==> src/rtl/pr_request_queue_mc_pkg.sv <==
// Shared definitions for the multi-channel PR request queue: AXI-lite register
// offsets, the empty-POP sentinel, the STATUS word layout and default sizing.
package pr_request_queue_mc_pkg;

  // Default sizing
  localparam int unsigned NUM_PR_CHANNELS = 4;
  localparam int unsigned PR_QUEUE_DEPTH  = 8;

  // Register byte offsets
  localparam logic [3:0] PRQ_STATUS_OFF = 4'h0;
  localparam logic [3:0] PRQ_POP_OFF    = 4'h4;
  localparam logic [3:0] PRQ_LASTCH_OFF = 4'h8;

  // Returned by a POP when every channel is empty
  localparam logic [31:0] PRQ_EMPTY_RDATA = 32'hFFFF_FFFF;

  // STATUS[15:8] = busy mask, STATUS[7:0] = non-empty mask
  typedef struct packed {
    logic [7:0] busy;
    logic [7:0] non_empty;
  } prq_status_t;

  function automatic logic [31:0] prq_lastch_word(input logic valid, input logic [2:0] ch);
    return {valid, 28'b0, ch};
  endfunction

endpackage

==> src/rtl/pr_request_queue_mc_fifo.sv <==
// pr_channel_fifo: one request channel's FIFO. Storage has no reset so it maps
// onto distributed RAM; only pointers and occupancy are reset.
//   clk_i/rst_ni  clock, async active-low reset
//   push_i/data_i write data_i to the tail (ignored when full)
//   pop_i         drop the head entry (ignored when empty)
//   head_o        current head payload (valid when !empty_o)
//   full_o/empty_o occupancy flags from the registered count
module pr_channel_fifo #(
  parameter int unsigned  Depth     = 8,
  parameter int unsigned  DataWidth = 32,
  localparam int unsigned PtrW      = $clog2(Depth),
  localparam int unsigned CntW      = PtrW + 1
) (
  input  logic                 clk_i,
  input  logic                 rst_ni,
  input  logic                 push_i,
  input  logic [DataWidth-1:0] data_i,
  input  logic                 pop_i,
  output logic [DataWidth-1:0] head_o,
  output logic                 full_o,
  output logic                 empty_o
);

  logic [DataWidth-1:0] mem_q [Depth];
  logic [PtrW-1:0]      wr_ptr_q, rd_ptr_q;
  logic [CntW-1:0]      count_q;
  logic                 push, pop;

  assign full_o  = (count_q == CntW'(Depth));
  assign empty_o = (count_q == '0);
  assign push    = push_i && !full_o;
  assign pop     = pop_i && !empty_o;
  assign head_o  = mem_q[rd_ptr_q];

  always_ff @(posedge clk_i) begin
    if (push) mem_q[wr_ptr_q] <= data_i;
  end

  // Depth is a power of two, so the pointers wrap by natural overflow.
  always_ff @(posedge clk_i or negedge rst_ni) begin
    if (!rst_ni) begin
      wr_ptr_q <= '0;
      rd_ptr_q <= '0;
      count_q  <= '0;
    end else begin
      if (push) wr_ptr_q <= wr_ptr_q + 1'b1;
      if (pop)  rd_ptr_q <= rd_ptr_q + 1'b1;
      if (push && !pop)      count_q <= count_q + 1'b1;
      else if (pop && !push) count_q <= count_q - 1'b1;
    end
  end

endmodule

==> src/rtl/pr_request_queue_mc.sv <==
// Multi-channel partial-reconfiguration request queue.
// The issue side pushes requests into per-channel FIFOs; a PR controller drains
// them round-robin through an AXI-lite slave (STATUS/POP/LAST_CH reads, ACK write)
// and per-channel busy flags mark regions popped but not yet acknowledged.
//   req_*            push interface (req_ready_o from registered occupancy)
//   channel_busy_o   popped-not-acked mask
//   pr_request_pending_o  any channel non-empty
//   s_axi_*          AXI-lite slave, 4-bit byte address, OKAY-only responses
module pr_request_queue_mc
  import pr_request_queue_mc_pkg::*;
#(
  parameter int unsigned  NumChannels = NUM_PR_CHANNELS,
  parameter int unsigned  Depth       = PR_QUEUE_DEPTH,
  parameter int unsigned  DataWidth   = 32,
  localparam int unsigned ChW         = (NumChannels > 1) ? $clog2(NumChannels) : 1
) (
  input  logic                   clk_i,
  input  logic                   rst_ni,
  input  logic                   req_valid_i,
  input  logic [ChW-1:0]         req_channel_i,
  input  logic [DataWidth-1:0]   req_data_i,
  output logic                   req_ready_o,
  output logic [NumChannels-1:0] channel_busy_o,
  output logic                   pr_request_pending_o,
  input  logic [3:0]             s_axi_awaddr_i,
  input  logic                   s_axi_awvalid_i,
  output logic                   s_axi_awready_o,
  input  logic [31:0]            s_axi_wdata_i,
  input  logic                   s_axi_wvalid_i,
  output logic                   s_axi_wready_o,
  output logic                   s_axi_bvalid_o,
  input  logic                   s_axi_bready_i,
  input  logic [3:0]             s_axi_araddr_i,
  input  logic                   s_axi_arvalid_i,
  output logic                   s_axi_arready_o,
  output logic [31:0]            s_axi_rdata_o,
  output logic                   s_axi_rvalid_o,
  input  logic                   s_axi_rready_i
);

  logic [NumChannels-1:0] full, empty, non_empty, push_en, pop_en, ack_mask;
  logic [DataWidth-1:0]   head [NumChannels];
  logic [NumChannels-1:0] busy_q, busy_d;
  logic [ChW-1:0]         rr_q, rr_d, sel_ch;
  logic                   sel_found, ar_hs, aw_hs, pop_req;
  logic                   last_valid_q, last_valid_d;
  logic [2:0]             last_ch_q, last_ch_d;
  logic                   rvalid_q, rvalid_d, bvalid_q, bvalid_d;
  logic [31:0]            rdata_q, rdata_d, rd_word, pop_word;
  prq_status_t            status;
  logic                   unused_wdata;

  assign unused_wdata = ^s_axi_wdata_i[31:NumChannels];

  for (genvar c = 0; c < NumChannels; c++) begin : g_chan
    assign push_en[c] = req_valid_i && req_ready_o && (req_channel_i == ChW'(c));
    assign pop_en[c]  = pop_req && sel_found && (sel_ch == ChW'(c));
    pr_channel_fifo #(
      .Depth    (Depth),
      .DataWidth(DataWidth)
    ) u_fifo (
      .clk_i  (clk_i),
      .rst_ni (rst_ni),
      .push_i (push_en[c]),
      .data_i (req_data_i),
      .pop_i  (pop_en[c]),
      .head_o (head[c]),
      .full_o (full[c]),
      .empty_o(empty[c])
    );
  end

  assign non_empty            = ~empty;
  assign pr_request_pending_o = |non_empty;
  assign channel_busy_o       = busy_q;

  assign s_axi_arready_o = !rvalid_q;
  assign ar_hs           = s_axi_arvalid_i && s_axi_arready_o;
  assign pop_req         = ar_hs && (s_axi_araddr_i == PRQ_POP_OFF);
  assign s_axi_awready_o = s_axi_awvalid_i && s_axi_wvalid_i && !bvalid_q;
  assign s_axi_wready_o  = s_axi_awready_o;
  assign aw_hs           = s_axi_awready_o;
  assign s_axi_bvalid_o  = bvalid_q;
  assign s_axi_rvalid_o  = rvalid_q;
  assign s_axi_rdata_o   = rdata_q;

  // Push readiness of the addressed channel; out-of-range channels never accept.
  always_comb begin
    req_ready_o = 1'b0;
    for (int unsigned c = 0; c < NumChannels; c++) begin
      if (req_channel_i == ChW'(c)) req_ready_o = !full[c];
    end
  end

  // Round-robin: first non-empty channel at or above rr, else first below rr.
  always_comb begin
    sel_found = 1'b0;
    sel_ch    = '0;
    for (int unsigned c = 0; c < NumChannels; c++) begin
      if (!sel_found && non_empty[c] && (c >= 32'(rr_q))) begin
        sel_found = 1'b1;
        sel_ch    = ChW'(c);
      end
    end
    for (int unsigned c = 0; c < NumChannels; c++) begin
      if (!sel_found && non_empty[c] && (c < 32'(rr_q))) begin
        sel_found = 1'b1;
        sel_ch    = ChW'(c);
      end
    end
  end

  always_comb begin
    pop_word = '0;
    for (int unsigned c = 0; c < NumChannels; c++) begin
      if (sel_ch == ChW'(c)) pop_word = 32'(head[c]);
    end
  end

  always_comb begin
    status                                = '0;
    status.non_empty[NumChannels-1:0]     = non_empty;
    status.busy[NumChannels-1:0]          = busy_q;
    case (s_axi_araddr_i)
      PRQ_STATUS_OFF: rd_word = {16'b0, status};
      PRQ_POP_OFF:    rd_word = sel_found ? pop_word : PRQ_EMPTY_RDATA;
      PRQ_LASTCH_OFF: rd_word = prq_lastch_word(last_valid_q, last_ch_q);
      default:        rd_word = '0;
    endcase
  end

  always_comb begin
    ack_mask     = (aw_hs && (s_axi_awaddr_i == PRQ_STATUS_OFF)) ?
                   s_axi_wdata_i[NumChannels-1:0] : '0;
    // A pop in the same cycle as an ACK leaves its busy bit set.
    busy_d       = (busy_q & ~ack_mask) | pop_en;
    rr_d         = rr_q;
    last_valid_d = last_valid_q;
    last_ch_d    = last_ch_q;
    if (pop_req && sel_found) begin
      rr_d         = (32'(sel_ch) == NumChannels - 1) ? '0 : sel_ch + 1'b1;
      last_valid_d = 1'b1;
      last_ch_d    = 3'(sel_ch);
    end
    bvalid_d = bvalid_q ? !s_axi_bready_i : aw_hs;
    rvalid_d = rvalid_q ? !s_axi_rready_i : ar_hs;
    rdata_d  = ar_hs ? rd_word : rdata_q;
  end

  always_ff @(posedge clk_i or negedge rst_ni) begin
    if (!rst_ni) begin
      busy_q       <= '0;
      rr_q         <= '0;
      last_valid_q <= 1'b0;
      last_ch_q    <= '0;
      bvalid_q     <= 1'b0;
      rvalid_q     <= 1'b0;
      rdata_q      <= '0;
    end else begin
      busy_q       <= busy_d;
      rr_q         <= rr_d;
      last_valid_q <= last_valid_d;
      last_ch_q    <= last_ch_d;
      bvalid_q     <= bvalid_d;
      rvalid_q     <= rvalid_d;
      rdata_q      <= rdata_d;
    end
  end

endmodule
==> config.mk <==
export PLATFORM = sky130hd
export DESIGN_NAME = pr_request_queue_mc
export DESIGN_NICKNAME = d
export VERILOG_FILES = /design/src/rtl/pr_request_queue_mc_pkg.sv /design/src/rtl/pr_request_queue_mc_fifo.sv /design/src/rtl/pr_request_queue_mc.sv
export SDC_FILE = /design/constraint.sdc
export NUM_CORES = 1
export LEC_CHECK = 0
export BUFFER_PORTS_ARGS = -buffer_cell sky130_fd_sc_hd__buf_2
export CAP_MARGIN = 20
export CORE_ASPECT_RATIO = 2
export CORE_UTILIZATION = 25
export CTS_CLUSTER_DIAMETER = 120
export CTS_CLUSTER_SIZE = 30
export DETAILED_ROUTE_END_ITERATION = 10
export MAX_ROUTING_LAYER = met4
export PLACE_DENSITY = 0.48
export SETUP_SLACK_MARGIN = 0.5
export SLEW_MARGIN = 30
export SYNTH_ARGS = -nofsm -noshare
export SYNTH_HDL_FRONTEND = slang
export SYNTH_SLANG_ARGS = --single-unit
==> constraint.sdc <==
create_clock -name clk_i -period 11.6 [get_ports clk_i]
set_input_delay 0.58 -clock clk_i [delete_from_list [all_inputs] [get_ports clk_i]]
set_output_delay 0.58 -clock clk_i [all_outputs]
set_load 0.03 [all_outputs]
# Yosys cells after proc, flatten, opt, wreduce, memory -nomap -nowiden
# Memories as Yosys holds them, arrays and structs flattened.
# Index checks and enable logic that the tools add are counted.
totals:
  register_bits: 83
  ram_bits: 1024
  inputBits: 82
  mem_count: 4
classes:
  n_addsub: 17
  magnitude_cmp: 6
  eq_ne: 12
  muxes: 43
  bitwise: 4
  reduce_logical: 82
mem_list:
  columns: ["name", "words", "word_bits", "rd", "rd_ports_with_merged_regs", "write_ports", "line", "text"]
  rows:
  - ["g_chan[0].u_fifo.mem_q", 8, 32, 1, 0, 1, "pr_request_queue_mc_fifo.sv:24", "logic [DataWidth-1:0] mem_q [Depth];"]
  - ["g_chan[1].u_fifo.mem_q", 8, 32, 1, 0, 1, "pr_request_queue_mc_fifo.sv:24", null]
  - ["g_chan[2].u_fifo.mem_q", 8, 32, 1, 0, 1, "pr_request_queue_mc_fifo.sv:24", null]
  - ["g_chan[3].u_fifo.mem_q", 8, 32, 1, 0, 1, "pr_request_queue_mc_fifo.sv:24", null]
ops:
  columns: ["cell", "count"]
  rows:
  - ["32-bit two-way mux", 5]
  - ["32-bit case mux with 3 select lines", 1]
  - ["1-bit logical AND", 43]
  - ["4-bit two-way mux", 9]
  - ["1-bit zero test", 26]
  - ["3-bit by 1-bit adder with 3-bit output (second input constant)", 8]
  - ["4-bit zero test", 6]
  - ["1-bit two-way mux", 22]
  - ["4-bit equality test (second input constant)", 5]
  - ["4-bit by 1-bit adder with 4-bit output (second input constant)", 4]
  - ["4-bit by 1-bit subtractor with 4-bit output (second input constant)", 4]
  - ["2-bit two-way mux", 6]
  - ["2-bit equality test (second input constant)", 4]
  - ["4-bit inverter", 2]
  - ["2-bit nonzero test", 4]
  - ["4-bit bitwise AND", 1]
  - ["2-bit by 1-bit equality test with 1-bit output (second input constant)", 2]
  - ["4-bit by 3-bit equality test with 1-bit output (second input constant)", 1]
  - ["1-bit by 2-bit greater-or-equal comparator with 1-bit output (first input constant)", 2]
  - ["2-bit zero test", 2]
  - ["1-bit by 2-bit less-than comparator with 1-bit output (first input constant)", 2]
  - ["4-bit bitwise OR", 1]
  - ["4-bit OR reduction", 1]
  - ["2-bit by 1-bit adder with 2-bit output (second input constant)", 1]
  - ["2 further kinds", 2]

# Depth between registers and ports, before layout
# Gate-level depths: netlist of the first run.
logic_depth:
  ltp_word: 34
  ltp_mapped: 17

# By module
# A second synthesis of the first run with hierarchy kept.
unflattened:
  cells_unflattened: 2114
  area_unflattened_um2: 44199.9
modules_own_cells:
  columns: ["module", "n_inst", "cells_per_inst", "area_per_inst_um2"]
  rows:
  - ["pr_channel_fifo", 4, 434, 10282.4]
  - ["pr_request_queue_mc", 1, 378, 3070.4]

# Worst setup path before layout of the first run
# No wires, ideal clock.
synth_path:
  path_kind: "input -> register"
  startpoint: "in req_channel_i[1]"
  endpoint: "mem g_chan[1].u_fifo.mem_q[0][0], enable pin"
  setup_time_ns: 0.501
  t_arrival_ns: 4.062
  t_required_ns: 11.099
  setup_slack_ns: 7.037
  path_stages: 4
  n_path_buf: 0
  path_cell_list: "nand2b_1 -> a21oi_1 -> nand2_1 -> nor4_1"
synth_via:
  elab_chain_cells: 10
  elab_cells_between_ends: 13
synth_rtl:
  columns: ["item", "line", "text"]
  rows:
  - ["start, declared", "pr_request_queue_mc.sv:20", "input logic [ChW-1:0] req_channel_i,"]
  - ["2-bit zero test", "pr_request_queue_mc.sv:91", "if (req_channel_i == ChW'(c)) req_ready_o = !full[c];"]
  - ["1-bit two-way mux (4 in a row)", "pr_request_queue_mc.sv:91", null]
  - ["1-bit logical AND", "pr_request_queue_mc.sv:56", "assign push_en[c] = req_valid_i && req_ready_o && (req_channel_i == ChW'(c));"]
  - ["1-bit logical AND (*)", "pr_request_queue_mc.sv:56", null]
  - ["1-bit logical AND (*)", "pr_request_queue_mc_fifo.sv:31", "assign push = push_i && !full_o;"]
  - ["1-bit two-way mux (*)", "pr_request_queue_mc_fifo.sv:36", "if (push) mem_q[wr_ptr_q] <= data_i;"]
  - ["1-bit two-way mux (implied by the code) (*)", "pr_request_queue_mc_fifo.sv:36", null]
  - ["end, declared", "pr_request_queue_mc_fifo.sv:24", null]
# Every way passes the cells marked *; elsewhere a longest branch is shown, timed or not.

# Worst setup path in the final report of the first run
layout_path:
  startpoint: "reg g_chan[2].u_fifo.count_q[0]"
  endpoint: "reg rdata_q[4], in the netlist s_axi_rdata_o[4]"
layout_via:
  elab_chain_cells: 27
  elab_cells_between_ends: 35
layout_rtl:
  columns: ["item", "line", "text"]
  rows:
  - ["start, declared", "pr_request_queue_mc_fifo.sv:26", "logic [CntW-1:0] count_q;"]
  - ["start signal, assigned", "pr_request_queue_mc_fifo.sv:48", "if (push && !pop) count_q <= count_q + 1'b1;"]
  - ["start signal, assigned", "pr_request_queue_mc_fifo.sv:49", "else if (pop && !push) count_q <= count_q - 1'b1;"]
  - ["4-bit zero test (*)", "pr_request_queue_mc_fifo.sv:30", "assign empty_o = (count_q == '0);"]
  - ["4-bit inverter (*)", "pr_request_queue_mc.sv:73", "assign non_empty = ~empty;"]
  - ["1-bit logical AND (2 in a row)", "pr_request_queue_mc.sv:100", "if (!sel_found && non_empty[c] && (c >= 32'(rr_q))) begin"]
  - ["1-bit two-way mux", "pr_request_queue_mc.sv:100", null]
  - ["1-bit zero test", "pr_request_queue_mc.sv:100", null]
  - ["1-bit logical AND", "pr_request_queue_mc.sv:100", null]
  - ["1-bit two-way mux", "pr_request_queue_mc.sv:100", null]
  - ["1-bit zero test", "pr_request_queue_mc.sv:106", "if (!sel_found && non_empty[c] && (c < 32'(rr_q))) begin"]
  - ["[6 not listed]", null, null]
  - ["1-bit two-way mux", "pr_request_queue_mc.sv:106", null]
  - ["1-bit zero test", "pr_request_queue_mc.sv:106", null]
  - ["1-bit logical AND (2 in a row)", "pr_request_queue_mc.sv:106", null]
  - ["2-bit two-way mux", "pr_request_queue_mc.sv:106", null]
  - ["2-bit zero test", "pr_request_queue_mc.sv:116", "if (sel_ch == ChW'(c)) pop_word = 32'(head[c]);"]
  - ["32-bit two-way mux (4 in a row)", "pr_request_queue_mc.sv:116", null]
  - ["32-bit two-way mux (*)", "pr_request_queue_mc.sv:126", "PRQ_POP_OFF: rd_word = sel_found ? pop_word : PRQ_EMPTY_RDATA;"]
  - ["32-bit case mux with 3 select lines (*)", "pr_request_queue_mc.sv:124", "case (s_axi_araddr_i)"]
  - ["end signal, assigned", "pr_request_queue_mc.sv:166", "rdata_q <= rdata_d;"]
  - ["end, declared", "pr_request_queue_mc.sv:49", "logic [31:0] rdata_q, rdata_d, rd_word, pop_word;"]
# Marks and branches as above.
# A chain may end at the register's enable or synchronous reset.

==> results of run 1 <==
==> metal layers <==
metal,routed length [um],vias up,GRT usage (%),share of wire [%]
met5,0,-,-,0
met4,3640,0,4.25,3.2
met3,3400,111,1.12,3.0
met2,65000,415,25.8,58
met1,40400,11100,13.6,36
li1,-,8751,-,-
==> how the worst min path moves through the flow <==
stage / from / end / slack [ns]
floorplan: rst_ni / channel_busy_o[0]$_DFF_PN0_ / 0.28
global placement: last_valid_q$_DFFE_PN0N_ / last_valid_q$_DFFE_PN0N_ / 0.46
detailed placement: last_valid_q$_DFFE_PN0N_ / last_valid_q$_DFFE_PN0N_ / 0.46
CTS: s_axi_rready_i / s_axi_rvalid_o$_DFF_PN0_ / 0.05
global route: s_axi_rready_i / s_axi_rvalid_o$_DFF_PN0_ / 0.07
finish: s_axi_rready_i / s_axi_rvalid_o$_DFF_PN0_ / 0.09
==> repair_timing <==
action                     CTS  global route
setup endpoints to repair    0             0
hold endpoints to repair    18             0
hold buffers                 1             0
==> stage by stage <==
stage / setup slack (ns) / cell area [um2] / hold slack, ns / utilization, % / std cells
3_5_place_dp: 7.50 / 46900 / 0.456 / 27.1 / 4451
6_report: 7.53 / 48100 / 0.0944 / 27.9 / 4528
5_1_grt: 7.30 / 48100 / 0.0700 / 27.9 / 4527
2_1_floorplan: 7.04 / 43400 / 0.284 / - / 2119
3_3_place_gp: 7.61 / 46900 / 0.456 / 27.1 / 4451
4_1_cts: 7.45 / 48100 / 0.0537 / 27.8 / 4521
==> placed cells by master, fill, tap and decap left out, types with 3 or more instances in the layout <==
cell / Yosys / routed
edfxtp_1: 1024 / 1024
mux4_2: 247 / 247
nand2_1: 146 / 146
mux2i_1: 114 / 114
buf_2: 34 / 95
dfrtp_1: 83 / 72
buf_4: 6 / 58
clkbuf_16: 0 / 45
a21oi_1: 42 / 42
o21ai_0: 35 / 35
o311ai_1: 26 / 26
xnor2_1: 24 / 24
a22oi_1: 23 / 23
clkbuf_1: 40 / 23
nand2b_1: 22 / 22
nor2_2: 22 / 22
nor2_4: 0 / 21
ha_1: 22 / 21
nor2_1: 39 / 18
o21ai_1: 18 / 18
inv_1: 12 / 12
nor3_2: 1 / 11
mux2_2: 10 / 10
nand3_1: 9 / 9
a221oi_1: 8 / 8
a222oi_1: 8 / 8
xor2_1: 8 / 8
diode_2: 0 / 6
dfrtp_2: 0 / 6
or4_1: 5 / 5
and2_1: 5 / 5
dfrtp_4: 0 / 5
nor4_2: 2 / 4
nor3_1: 14 / 4
a21o_1: 4 / 4
fa_1: 4 / 4
o21a_1: 3 / 3
nand4_1: 3 / 3
==> critical path, cell delays in order (launching register included) <==
cell and delay, ns:
dfrtp_1 0.49, or4_1 0.74, a21oi_1 0.23, o22ai_1 0.12, a21oi_1 0.34, ha_1 0.31, clkinv_1 0.18, o311ai_4 0.11
buf_4 0.54, nor2_1 0.12, o311ai_1 0.62, nand2_1 0.10
==> flip-flops by register name, indices dropped and copies added, names as in the netlist <==
register / count
g_chan.u_fifo.wr_ptr_q: 12
channel_busy_o: 4
last_valid_q: 1
g_chan.u_fifo.rd_ptr_q: 12
s_axi_rvalid_o: 1
g_chan.u_fifo.count_q: 16
s_axi_bvalid_o: 1
last_ch_q: 2
g_chan.u_fifo.mem_q: 1024
rr_q: 2
s_axi_rdata_o: 32
==> logic make-up after synthesis <==
logic type               Yosys count  share of synthesized area, %
multiplexers                     373                          15.8
buffers and inverters            126                          1.46
flip-flops                      1107                          75.6
AND/OR/NAND/NOR                  276                          2.93
adder cells (fa/ha/maj)           26                         0.819
XOR/XNOR                          32                         0.646
AO/OA/AOI/OAI                    179                          2.75
==> power by group <==
| part | switching, uW | internal [uW] | leakage (uW) |
|---|---|---|---|
| clock network | 1170 | 732 | 0.000586 |
| logic | 1010 | 730 | 0.00354 |
| registers | 238 | 4590 | 0.0103 |
==> layout make-up <==
type                       instances  area [um2]
multi-input combinational        886       10200
timing repair buffer             156         960
inverter                          15        57.6
clock buffer                      68        1210
clock inverter                     1        5.00
sequential                      1107       32900
fill                           16900      125000
antenna                            6        15.0
tap                             2289        2860
==> impl.org, run 1 <==
** Outcome
- The run finished with clean final reports.

** Route
- After the first detailed-routing iteration, the DRC count stood at 1353.
- Average routed wire per standard cell :: about 25 um
- In the routed layout, each cell is associated on average with a via count of roughly 4.5.
- Number of search-and-repair iterations in the first detailed-routing pass :: 5
- In the routed design, unresolved DRC markers number 0.
- For this block, the via count after detailed routing is roughly 20000.
- Wires add up to around 110000 um.
- The count of nets left with antenna violations once routing finished came out at 0.

** STA
- Total negative setup slack :: 0 ns
- Clock skew on the completed layout was measured at between 0.02 and 0.03 ns.
- For the pin with the worst max-slew slack, the measured transition is slightly below 1 ns.
- Maximum operating frequency :: ~250 MHz
- Setup repair after global routing left no endpoint under its margin.
- Final critical path time including I/O delays and setup :: 4.07 ns
- Final Setup Violations :: 0
- Final hold violation count :: 0
- In this run the tightest slew margin relative to its limit is around a third.
- The max-slew violation count was 0.
- Dividing the final minimum period by the clock period gives between 30% and 40%.

** Synthesis
- Most frequent cell after synthesis :: edfxtp_1
- Library cell with the largest summed area after synthesis :: edfxtp_1
- The synthesized design contains 1024 enable-type register cells.
- Synthesized area :: 43400 um2
- Most used standard cells in the synthesized netlist :: edfxtp_1, mux4_2, nand2_1
- The Yosys step of the flow raised 0 warnings.
- Main synth FF type :: edfxtp_1
- Synthesized instance count :: around 2100
- The top cell type by area accounts for 70.8% of the synthesized area.
- Yosys attributes the largest share of cell area to edfxtp_1, mux4_2, dfrtp_1.
- Counting every net in the synthesized netlist gives 2227.
- In this run, distinct cell masters in the synthesized netlist total 57.
- The synthesized design contains about 1100 register bits.
- Of all flip-flops after synthesis, the portion carrying an async set or reset was between 7 and 8%.
- Mean Syn Cell Area :: 20.5 um2
- Register area share after synthesis :: between 70% and 80%

** Global routing
- Across every metal layer, demand over resource in global routing totals between 10% and 20%.
- Number of global-route vias before repair :: around 22000
- The first global-routing pass estimated approximately 160000 um of wire.
- Maximum number of pins on one net before global-route repair :: 67
- The number of antenna violations at the first check in global routing came to 13.
- Sum of overflow across all layers after global routing :: 0

** Setup path
- Data on the critical path arrives at its endpoint at approximately 4.6 ns.
- Worst reg2reg path startpoint :: g_chan[2].u_fifo.count_q[0]$_DFFE_PN0P_
- Kind of end point of the critical path :: register
- Along the worst path, the maximum fanout reaches 32.
- Crit path from :: g_chan[2].u_fifo.count_q[0]$_DFFE_PN0P_
- The critical path ends at s_axi_rdata_o[4]$_DFFE_PN0P_.
- Across all register-to-register paths, the minimum setup slack is 7.53 ns.
- Setup Crit Path Kind :: register to register
- The endpoint identified for the worst register-to-register timing path is s_axi_rdata_o[4]$_DFFE_PN0P_.
- Required time worst endpoint :: around 12 ns
- Startpoint Class :: register
- Path depth of the worst reg2reg path :: 11

** CTS
- Number of clock sinks :: roughly 1100
- Clk root buf :: clkbuf_16
- Clock latency on the worst-skew pair :: 0.65 ns
- After clock tree synthesis, the clock-pin slew on the worst setup and hold paths is about 0.13 ns.
- Buffer count from post-CTS setup fixing :: 0
- TritonCTS clock tree :: yes
- The clock passes through at most 3 buffers.
- The number of clock buffers added by TritonCTS is 42.
- H-tree depth :: 2
- Gates resized during post-CTS repair numbered 0.

** Placed design
- DP HPWL :: 72100 um
- Count of input and output buffers :: 96
- At the end of routability-driven placement, the weighted congestion stood at 0.769.

** Die
- For this design the top-level I/O count stands at approximately 130.
- Floorplan die height :: a little under 600 um
- The floorplan step set the die width to just under 300 um.
- The floorplan step defined a die boundary enclosing roughly 180000 um2.
- Placeable core region :: 173000 um2
- Row generation in the floorplan step produced 216 rows.
- Initial Util :: 25.1%

** Finish
- For this run, the post-layout net count is between 2000 and 2500.
- Area Overhead vs Synth :: 10.9%
- Layout cells sized above 1 :: a little under a quarter

** Power and ir drop
- Largest voltage drop on the vdd net :: between 0.1 and 0.15 mV
- The design draws between 8000 and 9000 uW.
- For this design the ratio of total power to cell area is 176 nW/um2.
- Leakage power figure :: 0.0144 uW

** Job
- The tool flagged a number of max-cap violations equal to 0.

** Min path
- Path category of the worst min-delay check :: input pin to register
- Number of cells traversed by the worst hold path :: 2
(Power assumes the default switching activity.)
==> run 2, diff against run 1 <==
PLACE_DENSITY = 0.49   (was 0.48)
clock period = 3.28 ns   (was 11.6 ns; I/O delays follow)
==> run 2 against run 1 <==
Register-to-register slack worse by 7.3 ns. The run now ends with design-rule violations left. Cell area up 6.2%. Clock power grew to 3.6 times the previous value. Setup slack got worse by 7.3 ns. Core utilization grew 1.7 points. Hold slack worse by 0.055 ns.
==> impl.org, run 2 (synthesis results as in run 1) <==
** Setup path
- The cell that appears most often on the critical path is buf_6.
- The worst reg-to-reg setup slack came to 0.23 ns (-7.30 ns).
- Largest driver fanout on the critical path :: 5 (-84%)
- Critical path buffer and inverter count :: 8 (+6)
- Slowest stage cell on the critical path :: dfrtp_1
- Kind of end point of the critical path :: register
- The endpoint arrival time on the critical path came to 3.60 ns (-0.98 ns).
- The largest stage delay on the critical path came to 0.45 ns (-0.29 ns).
- Startpoint Class :: register
- Setup Crit Path Kind :: register to register
- The data required time at the worst endpoint came to 3.83 ns (-8.28 ns).
- Broken down by cell family, the worst path's largest delay share belongs to buffers and inverters.
- The critical path goes through buf_6, nor4_4, buf_4, o22ai_2, a21oi_2, ha_2, buf_6, clkinv_4, buf_6, o311ai_4, buf_12, buf_12, nor2_4, o311ai_4, buf_4, nand2_1.

** Global routing
- The pin count of the biggest net entering global routing is 67 (unchanged).
- Number of global-route vias before repair :: 23200 (+6.2%)
- The total congestion overflow after global routing was 0 (unchanged).
- The number of antenna violations at the first check in global routing was 8 (-5).
- The overall fraction of global-route tracks in use was 14.6% (+1.4 points).
- First-pass GRT wire length :: 175000 um (+9.0%)

** STA
- Maximum operating frequency :: 328 MHz (+34%)
- Unrepaired setup endpoints after global routing :: yes
- The total setup violations reported at the end of the flow was 0 (unchanged).
- Max transition margin :: 36.8% (+3.0 points)
- Number of slew-limit violations in the final report :: 0 (unchanged)
- The clock skew came to 0.0277 ns (-0.00143 ns).
- The final sum of negative setup slack was 0 ns (unchanged).
- Final Cycle Share :: 93.0% (+58 points)
- Final hold violation count :: 0 (unchanged)
- The clock period minus final worst setup slack was 3.05 ns (-1.02 ns).
- Worst Max-Slew Pin Slew :: 0.944 ns (-0.0483 ns)

** Power and ir drop
- The power density over cell area was 650 nW/um2 (+270%).
- The combinational fraction of design power is 28.6% (+8.1 points).
- Power share of the sequential group :: 51.1% (-5.9 points)
- The total leakage power came to 0.0156 uW (+8.4%).
- The overall power was 33200 uW (+290%).
- The internal power is 23200 uW (+280%).
- The switching power came to 10100 uW (+320%).
- Share of power burned in the clock network :: 20.3% (-2.2 points)
- Switching share of total power :: 30.3% (+1.7 points)
- Largest voltage drop on the vdd net :: 0.379 mV (+190%)

** Finish
- The final net count was 2497 (+7.8%).
- Area Overhead vs Synth :: 17.8%
- Leading cell types in the layout, fill and taps excluded :: edfxtp_1, mux4_2, buf_4
- Leaving out fill and tap cells, the most frequent cell in the layout is edfxtp_1.
- The final instance count without filler cells was 4718 (+4.2%).
- The share of final-layout standard cells stronger than drive strength 1 is 32.7% (+8.8 points).
- The flip-flop count of the largest register after layout was 1024 (unchanged).
- g_chan.u_fifo.mem_q holds more flip-flops than any other register.

** Die
- Width of the chip :: 297 um (unchanged)
- Placeable core region :: 173000 um2 (unchanged)
- Floorplan die height :: 591 um (unchanged)
- The boundary pin count came to 125 (unchanged).
- Die footprint :: 175000 um2 (unchanged)
- The floorplan row count was 216 (unchanged).
- Initial Util :: 25.1% (unchanged)

** Route
- Met3 WL post-DR :: 3450 um (+1.3%)
- Via density per instance :: 4.57 (+1.7%)
- The length of the first detailed-routing pass in iterations was 9 (+4).
- The total length of routed met2 wires is 72800 um (+12%).
- Metal-1 WL :: 43700 um (+8.3%)
- Average routed wire per standard cell :: 26.5 um (+6.7%)
- The number of violations reported at the end of detailed-routing iteration 0 is 1598 (+18%).
- DRC viols :: 2 (+2)
- The number of nets with antenna violations after detailed routing is 0 (unchanged).
- Detailed-route via count :: 21600 (+6.0%)
- The detailed-route wire length was 125000 um (+11%).
- Signal routing reaches up to met4.

** Placed design
- The number of port buffers was 96 (unchanged).
- The cell total after placement was 4543 (+2.1%).
- The placed wire-length estimate was 78400 um (+8.8%).
- Last weighted congestion value of the routability-driven placer :: 0.820 (+6.6%)

** Min path
- Path category of the worst min-delay check :: input pin to register

** CTS
- The total clock buffers created by CTS was 42 (unchanged).
- TritonCTS built the clock tree.
- Maximum number of buffers from clock root to sink :: 3 (unchanged)
- Clk pin slew, worst setup/hold paths :: 0.14 ns (about the same)
- H-tree depth :: 2 (unchanged)
- Clock tree synthesis selected as its root buffer the cell clkbuf_16.
- The clock sink total came to 1107 (unchanged).
- The insertion delay of the later-clocked pin in the worst-skew pair came to 0.66 ns (about the same).

** Outcome
- The checks that failed: design-rule violations.
- Result of the run :: complete, but fails checks

** Job
- The number of max-cap violations was 0 (unchanged).
-- run 2: cell count changes in the layout (fill, tap and decap cells not counted), moves of 10 or more --
cell | previous run | this run
a21oi_1 | 42 | 32
buf_12 | 0 | 51
buf_4 | 58 | 146
buf_6 | 1 | 22
dlygate4sd3_1 | 1 | 14
ha_1 | 21 | 11
nor2_2 | 22 | 11
nor2_4 | 21 | 38
o311ai_1 | 26 | 5
o311ai_2 | 0 | 19
-- run 2: through the flow --
stage	hold WS, ns	cell area (um2)	setup slack [ns]	util (%)
floorplan	-0.132	43700	-0.290	-
global placement	0.362	48300	-0.134	27.9
detailed placement	0.364	48300	-0.0796	27.9
CTS	0.0138	50700	0.285	29.4
global route	0.0536	51100	0.0949	29.6
finish	0.0398	51100	0.231	29.6
-- run 2: repair_timing --
item	in CTS	in global routing
endpoints found under the setup margin	106	119
endpoints found under the hold margin	87	0
hold buffers	14	0
cloned	4	2
setup buffers	57	14
gates resized for setup	98	59
pin swaps	85	38
-- run 2: power groups by stage --
stage,logic (uW),clock network (uW),registers (uW)
3_3_place_gp,7430,0,17200
5_1_grt,10000,7310,17100
2_1_floorplan,4580,0,17100
3_5_place_dp,7560,0,17300
6_report,9500,6750,17000
4_1_cts,9040,6980,17000
-- run 2: final cells by class --
class / instances / area [um2]
antenna: 7 / 17.5
clock buffer: 75 / 1200
clock inverter: 2 / 13.8
fill: 16700 / 122000
inverter: 15 / 71.3
multi-input combinational: 886 / 10900
sequential: 1107 / 32900
tap: 2289 / 2860
timing repair buffer: 337 / 3200
-- run 2: routing by layer --
metal / GRT usage [%] / vias to the layer above
li1: - / 9134
met1: 14.9 / 11900
met2: 28.5 / 402
met3: 1.13 / 132
met4: 5.49 / 0
met5: - / -
-- run 2: final timing paths --
check                                                              from                                       end  cells after the start
worst min-delay path                                     req_data_i[21]   g_chan[2].u_fifo.mem_q[7][21]$_DFFE_PP_                      1
worst min register to register                 last_valid_q$_DFFE_PN0N_                  last_valid_q$_DFFE_PN0N_                      1
worst max-delay path            g_chan[0].u_fifo.count_q[3]$_DFFE_PN0P_             s_axi_rdata_o[13]$_DFFE_PN0P_                     16
min in group asynchronous                                        rst_ni  g_chan[3].u_fifo.wr_ptr_q[1]$_DFFE_PN0P_                      2
worst max register to register  g_chan[0].u_fifo.count_q[3]$_DFFE_PN0P_             s_axi_rdata_o[13]$_DFFE_PN0P_                     16
max in group asynchronous                                        rst_ni  g_chan[0].u_fifo.rd_ptr_q[1]$_DFFE_PN0P_                      3
